$ cat src/rtl/pokey_defs.sv
// ============================================================================
//  Package : pokey_defs
//  Purpose : Shared POKEY serial-port definitions. The transmitter and the
//            receiver both use the frame state encoding and the mark level.
//  Contents: IDLE/START/DATA/STOP state encodings, SOD_MARK line level,
//            tx_state_e enum built on those encodings.
//  Revision: 1.0 - initial release
// ============================================================================
`default_nettype none

package pokey_defs;

   localparam logic [1:0] IDLE  = 2'd0;
   localparam logic [1:0] START = 2'd1;
   localparam logic [1:0] DATA  = 2'd2;
   localparam logic [1:0] STOP  = 2'd3;

   // Idle (mark) level of the serial line
   localparam logic SOD_MARK = 1'b1;

   typedef enum logic [1:0] {
      ST_IDLE  = IDLE,
      ST_START = START,
      ST_DATA  = DATA,
      ST_STOP  = STOP
   } tx_state_e;

endpackage

`default_nettype wire

$ cat src/rtl/pokey_serout_tx.sv
// ============================================================================
//  Module  : pokey_serout_tx
//  Purpose : POKEY SEROUT transmitter. CPU writes fill a holding register;
//            each bit_tick step (ce & bit_tick) sends one bit of the frame:
//            start bit, DATA_BITS data bits LSB first, STOP_BITS stop bits.
//            irq_need pulses on every holding-to-shifter transfer.
//  Ports   : clk, reset_n (async, active low), ce, bit_tick, wr_en, wr_data,
//            force_break (only with TX_BREAK_EN), sod, busy, hold_full,
//            irq_need, tx_done.
//  Config  : define TX_BREAK_EN to add force_break, which drives sod low
//            without disturbing the frame sequencer.
//  Revision: 1.0 - initial release
// ============================================================================
`default_nettype none

module pokey_serout_tx
   import pokey_defs::*;
#(
   parameter int DATA_BITS = 8,
   parameter int STOP_BITS = 1
) (
   input  logic                 clk,
   input  logic                 reset_n,
   input  logic                 ce,
   input  logic                 bit_tick,
   input  logic                 wr_en,
   input  logic [DATA_BITS-1:0] wr_data,
`ifdef TX_BREAK_EN
   input  logic                 force_break,
`endif
   output logic                 sod,
   output logic                 busy,
   output logic                 hold_full,
   output logic                 irq_need,
   output logic                 tx_done
);

   localparam logic [3:0] C_DATA_BITS = 4'(DATA_BITS);
   localparam logic [1:0] C_STOP_BITS = 2'(STOP_BITS);

   tx_state_e            state_q,     state_d;
   logic [DATA_BITS-1:0] hold_q,      hold_d;
   logic [DATA_BITS-1:0] shifter_q,   shifter_d;
   logic [3:0]           bit_cnt_q,   bit_cnt_d;
   logic [1:0]           stop_cnt_q,  stop_cnt_d;
   logic                 hold_full_q, hold_full_d;
   logic                 irq_q,       irq_d;
   logic                 sod_q,       sod_d;
   logic                 busy_q,      busy_d;
   logic                 done_q,      done_d;

   logic                 w_step;
   logic [DATA_BITS-1:0] w_shifted;

   assign w_step    = ce & bit_tick;
   assign w_shifted = shifter_q >> 1;

   always_comb begin
      state_d     = state_q;
      hold_d      = hold_q;
      shifter_d   = shifter_q;
      bit_cnt_d   = bit_cnt_q;
      stop_cnt_d  = stop_cnt_q;
      hold_full_d = hold_full_q;
      irq_d       = irq_q;
      sod_d       = sod_q;

      if (ce) begin
         irq_d = 1'b0;
         if (wr_en) begin
            hold_d      = wr_data;
            hold_full_d = 1'b1;
         end
      end

      if (w_step) begin
         case (state_q)
            ST_IDLE: begin
               if (hold_full_q) begin
                  // Shifter takes the pre-write hold value; a same-cycle
                  // write keeps the holding register full.
                  state_d     = ST_START;
                  shifter_d   = hold_q;
                  hold_full_d = wr_en;
                  irq_d       = 1'b1;
                  sod_d       = 1'b0;
               end
            end
            ST_START: begin
               state_d   = ST_DATA;
               sod_d     = shifter_q[0];
               bit_cnt_d = 4'd1;
            end
            ST_DATA: begin
               if (bit_cnt_q < C_DATA_BITS) begin
                  shifter_d = w_shifted;
                  sod_d     = w_shifted[0];
                  bit_cnt_d = bit_cnt_q + 4'd1;
               end else begin
                  state_d    = ST_STOP;
                  sod_d      = SOD_MARK;
                  stop_cnt_d = 2'd1;
               end
            end
            default: begin // ST_STOP
               if (stop_cnt_q < C_STOP_BITS) begin
                  stop_cnt_d = stop_cnt_q + 2'd1;
               end else if (hold_full_q) begin
                  // Back-to-back frame: no idle step after the last stop bit
                  state_d     = ST_START;
                  shifter_d   = hold_q;
                  hold_full_d = wr_en;
                  irq_d       = 1'b1;
                  sod_d       = 1'b0;
               end else begin
                  state_d = ST_IDLE;
                  sod_d   = SOD_MARK;
               end
            end
         endcase
      end

      busy_d = (state_d != ST_IDLE);
      done_d = (state_d == ST_IDLE) && !hold_full_d;
   end

   always_ff @(posedge clk or negedge reset_n) begin
      if (!reset_n) begin
         state_q     <= ST_IDLE;
         hold_q      <= '0;
         shifter_q   <= '0;
         bit_cnt_q   <= 4'd0;
         stop_cnt_q  <= 2'd0;
         hold_full_q <= 1'b0;
         irq_q       <= 1'b0;
         sod_q       <= SOD_MARK;
         busy_q      <= 1'b0;
         done_q      <= 1'b1;
      end else begin
         state_q     <= state_d;
         hold_q      <= hold_d;
         shifter_q   <= shifter_d;
         bit_cnt_q   <= bit_cnt_d;
         stop_cnt_q  <= stop_cnt_d;
         hold_full_q <= hold_full_d;
         irq_q       <= irq_d;
         sod_q       <= sod_d;
         busy_q      <= busy_d;
         done_q      <= done_d;
      end
   end

`ifdef TX_BREAK_EN
   // Break overrides the line only; the sequencer keeps its schedule
   assign sod = sod_q & ~force_break;
`else
   assign sod = sod_q;
`endif

   assign busy      = busy_q;
   assign hold_full = hold_full_q;
   assign irq_need  = irq_q;
   assign tx_done   = done_q;

endmodule

`default_nettype wire

$ cat config.mk
export PLATFORM = sky130hd
export DESIGN_NAME = pokey_serout_tx
export DESIGN_NICKNAME = d
export VERILOG_FILES = /design/src/rtl/pokey_defs.sv /design/src/rtl/pokey_serout_tx.sv
export SDC_FILE = /design/constraint.sdc
export NUM_CORES = 1
export LEC_CHECK = 0
export CAP_MARGIN = 20
export CORE_ASPECT_RATIO = 0.75
export CORE_UTILIZATION = 45
export DETAILED_ROUTE_END_ITERATION = 10
export GPL_ROUTABILITY_DRIVEN = 0
export PLACE_DENSITY = 0.78
export REMOVE_ABC_BUFFERS = 1
export SYNTH_ARGS = -nofsm -noshare
export SYNTH_HDL_FRONTEND = slang
export SYNTH_SLANG_ARGS = --single-unit
$ cat constraint.sdc
create_clock -name clk -period 2.39 [get_ports clk]
set_input_delay 0.478 -clock clk [delete_from_list [all_inputs] [get_ports clk]]
set_output_delay 0.478 -clock clk [all_outputs]
set_load 0.01 [all_outputs]
# Word-level counts from Yosys, hierarchy flattened

Cells that the tools add are included.

Flip-flop bits (word level): 29
Input bits: 13
Output and inout bits: 5

$add $sub $neg: 2
$lt $le $gt $ge: 2
Equality and inequality tests: 7
Mux-type cells: 31
Bitwise operators: 3
Reduce and logical (&&, ||, !) cells: 14

Operators with widths:

| cell                  | count |
|---|---|
| $mux W8               | 3 |
| $pmux W8 S3           | 1 |
| $mux W1               | 14 |
| $mux W2               | 6 |
| $pmux W4 S2           | 1 |
| $reduce_and A4 Y1     | 2 |
| $ne A2 B2 Y1 const B  | 3 |
| $pmux W2 S3           | 1 |
| $reduce_and A3 Y1     | 2 |
| $reduce_bool A2 Y1    | 3 |
| $add A4 B1 Y4 const B | 1 |
| $logic_not A2 Y1      | 2 |
| $lt A4 B4 Y1 const B  | 1 |
| $mux W4               | 1 |
| $ne A4 B1 Y1 const B  | 1 |
| $pmux W1 S2           | 2 |
| $pmux W2 S2           | 1 |
| $reduce_or A2 Y1      | 2 |
| $ne A3 B1 Y1 const B  | 1 |
| $pmux W1 S3           | 1 |
| $add A2 B1 Y2 const B | 1 |
| $eq A2 B1 Y1 const B  | 1 |
| $eq A2 B2 Y1 const B  | 1 |
| $lt A2 B1 Y1 const B  | 1 |
| other kinds (5)       | 6 |

# Logic depth before layout (Yosys ltp)

Depth in word-level cells: 8
Depth in mapped cells: 7
Depth with buffers taken out: 6

# Least setup slack after synthesis

OpenSTA, ideal clock, no wires.

Path kind: register to register
Start: register state_q[0]
End: register shifter_q[0]
Setup time: 0.125 ns
Data arrival time: 1.703 ns
Path slack: 0.562 ns
Cell stages (with the launch flop): 8
Path buffers: 1
Clock period less this slack: 1.828 ns
Cell sequence: dfrtp_1 inv_1 ha_1 buf_6 clkinv_2 o211ai_4 a211oi_4 mux2_2

Word-level cells in the longest chain between the ends: 3

RTL lines:

| item                                                  | line                   | RTL |
|---|---|---|
| start: declaration                                    | pokey_serout_tx.sv:41  | `tx_state_e state_q, state_d;` |
| start signal: assignment                              | pokey_serout_tx.sv:140 | `state_q <= state_d;` |
| $eq A2 B2 Y1 (tied with other cells)                  | pokey_serout_tx.sv:77  | `case (state_q)` |
| $ne A3 B1 Y1 (no source line) (tied with other cells) | n/a                    |  |
| $reduce_and A4 Y1 (no source line)                    | n/a                    |  |
| end signal: assignment                                | pokey_serout_tx.sv:142 | `shifter_q <= shifter_d;` |
| end: declaration                                      | pokey_serout_tx.sv:43  | `logic [DATA_BITS-1:0] shifter_q, shifter_d;` |

Parallel ways exist; a longest one is shown, timed or not.
A chain may end at the register's enable or synchronous reset.

# Worst setup path after layout

Start: register state_q[1]
End: register shifter_q[7]

The elaborated chain is that of the path after synthesis.

==> run_results.csv <==
group,metric,value,unit
run_status,status,"finished, final reports clean",
finish,num-nets-final,171,
critical_path,crit_arrival,2.19,ns
clock_tree,postCtsHoldBufs,0,
synth,ys_ff_latch,29,
timing,worstMarginPinSlew,0.5344,ns
detailed_routing,routed-via-count,1097,
placed_design,portBuffers,17,
synth,synth_edf_count,0,
detailed_routing,drcViolationCount,0,
detailed_routing,routedWlPerCell,14.75,µm
critical_path,worstReg2RegStart,"state_q[1]$_DFF_PN0_",
hold_path,whs_path_depth,1,
power,p_leak,0.7675,nW
detailed_routing,drt-total-wl,2.817,mm
power,power_density,1116,nW/µm²
synth,syn_avg_cell_area,11.72,µm²
critical_path,r2r-end,"shifter_q[7]$_DFFE_PN0P_",
global_routing,grt.total_usage,0.1908,
floorplanning,ios,18,
synth,syn_area,1500,µm²
finish,fin_util,0.6017,
critical_path,r2r_slack,0.36,ns
synth,ys.warnings.count,0,
finish,drive_gt1_frac,0.2680,
detailed_routing,vias_per_cell,5.743,
critical_path,reg2reg_depth,5,
critical_path,worstSetupPathType,"flop to flop",
finish,areaGrowthSynthToFinish,22.85,%
detailed_routing,firstDrtPassIters,4,
clock_tree,cts_sinks,29,
timing,finalHoldViolCount,0,
floorplanning,die_area,3571,µm²
global_routing,first_global_vias,1036,
clock_tree,cts_setup_buffers,0,
clock_tree,worstSkewPairLatency,0.28,ns
floorplanning,die_w,68.67,µm
global_routing,grt_pass1_wl,4.761,mm
critical_path,required,2.55,ns
clock_tree,cts_tree,"done",
hold_path,whs_endpoint,"hold_q[4]$_DFFE_PN0P_",
detailed_routing,ant_nets,0,
finish,antenna_cells,0,
placed_design,dpl.hpwl,2.035,mm
flow_run,cap_violations,0,
clock_tree,clock_path_buffers,2,
finish,fillers,255,
finish,layout_common_cells,"27 x dfrtp_1, 24 x mux2_2, 17 x clkdlybuf4s50_1",
timing,fin_skew,0.007471,ns
timing,whs,0.5081,ns
synth,async_flop_share,1.000,
placed_design,numPlacedInstances,183,
floorplanning,die_h,52.01,µm
power,power.total,2.058,mW
global_routing,overflow,0,
timing,fin_setup_tns,0,ns
critical_path,start_kind,"flop",
finish,final_cells,191,
finish,design_area,1843,µm²
finish,final_common_cell,"dfrtp_1",
timing,fmax,493.2,MHz
floorplanning,placementRows,17,
synth,synthCells,128,
timing,final.min_clock_period,2.027,ns
timing,period_share,0.8483,
floorplanning,core_area,3063,µm²
hold_path,worstHoldPathType,"flop to flop",
timing,setup_violations,0,
critical_path,cp_max_fo,8,
clock_tree,cts_made_buffers,5,
floorplanning,start_util,0.4898,
synth,ys_types,35,
global_routing,grt_max_degree,19,
placed_design,place_ws,0.1417,ns
synth,seq_area_frac_synth,0.4854,
clock_tree,cts.clk_slew.worst_paths,0.06,ns
clock_tree,ctsResizeCount,0,
clock_tree,h-tree-depth,2,
hold_path,min-delay-start,"hold_q[4]$_DFFE_PN0P_",
clock_tree,cts_root_buf,"clkbuf_8",
synth,dominantRegCellSynth,"dfrtp_1",
critical_path,worst_setup_path_end_kind,"flop",
timing,slew_violations,0,
global_routing,antenna_found_initial,0,
synth,post-synth-top-area-cell,"dfrtp_1",
timing,maxSlewHeadroom,0.6426,
power,peakVddDrop,485.2,µV
timing,setup_ws,0.3625,ns
detailed_routing,drtIter0Drc,99,
timing,rsz0062_at_grt,"false",
placed_design,placed_cell_area,1723,µm²
synth,yosysTopAreaCellShare,0.4504,
synth,synthTopCellsByArea,"dfrtp_1 45%, mux2_2 18%, ha_1 5.0%",
[critical path, cell delays in order (launching register included)]
cell and delay [ns]:
dfrtp_1 0.42, inv_1 0.12, ha_1 0.35, o211ai_4 0.12, a211oi_4 0.50, mux2_2 0.39
[cell usage after synthesis (3+ instances only)]
master,count
o21ai_0,4
mux2_2,24
and3_1,3
a21oi_1,6
inv_1,8
nand3_1,3
dfrtp_1,27
nand2_1,7
mux2i_1,3
nor2_1,5
ha_1,6
[per-layer routing]
| metal | track usage | share of wire | vias up |
|---|---|---|---|
| met1 | 0.2455 | 0.46 | 539 |
| met2 | 0.2892 | 0.46 | 41 |
| met5 | 0 | 0 | - |
| li1 | - | - | 510 |
| met3 | 0.08114 | 0.062 | 7 |
| met4 | 0.05556 | 0.013 | 0 |
[sequential cells by signal, indices dropped and copies added (netlist names)]
register	flops
stop_cnt_q	2
hold_full	1
bit_cnt_q	4
shifter_q	8
hold_q	8
tx_done	1
state_q	2
irq_need	1
busy	1
sod	1
[power breakdown]
part | internal, mW | switching, mW | leakage [nW]
Sequential | 0.662 | 0.126 | 0.342
Combinational | 0.385 | 0.356 | 0.368
Clock | 0.338 | 0.190 | 0.0574
[worst max path at each step]
stage	start	end	slack, ns	cells past startpoint
after global placement	bit_tick	shifter_q[2]$_DFFE_PN0P_	0.25	4
after global routing	state_q[0]$_DFF_PN0_	shifter_q[7]$_DFFE_PN0P_	0.25	6
after CTS	state_q[0]$_DFF_PN0_	shifter_q[7]$_DFFE_PN0P_	0.36	6
final	state_q[1]$_DFF_PN0_	shifter_q[7]$_DFFE_PN0P_	0.36	5
after floorplan	state_q[0]$_DFF_PN0_	shifter_q[0]$_DFFE_PN0P_	0.37	5
after detailed placement	bit_tick	shifter_q[7]$_DFFE_PN0P_	0.14	4
[logic make-up after synthesis]
family,Yosys count,share of synthesized area
muxes,27,0.2002
adders and majority gates,6,0.05004
AOI/OAI and AO/OA,26,0.1310
buffers and inverters,13,0.04003
DFF,29,0.4854
and+or+nand+nor,27,0.09342
[area by class of cell]
cell class,instances,area (µm²),area share
tap,38,47.55,0.02580
clock buffer,6,82.58,0.04481
inverter,9,35.03,0.01901
clock inverter,2,37.54,0.02037
sequential,29,728.2,0.3951
timing repair buffer,21,200.2,0.1086
multi-input combinational,86,711.9,0.3863
No activity file was read; power rests on OpenSTA's default activity.
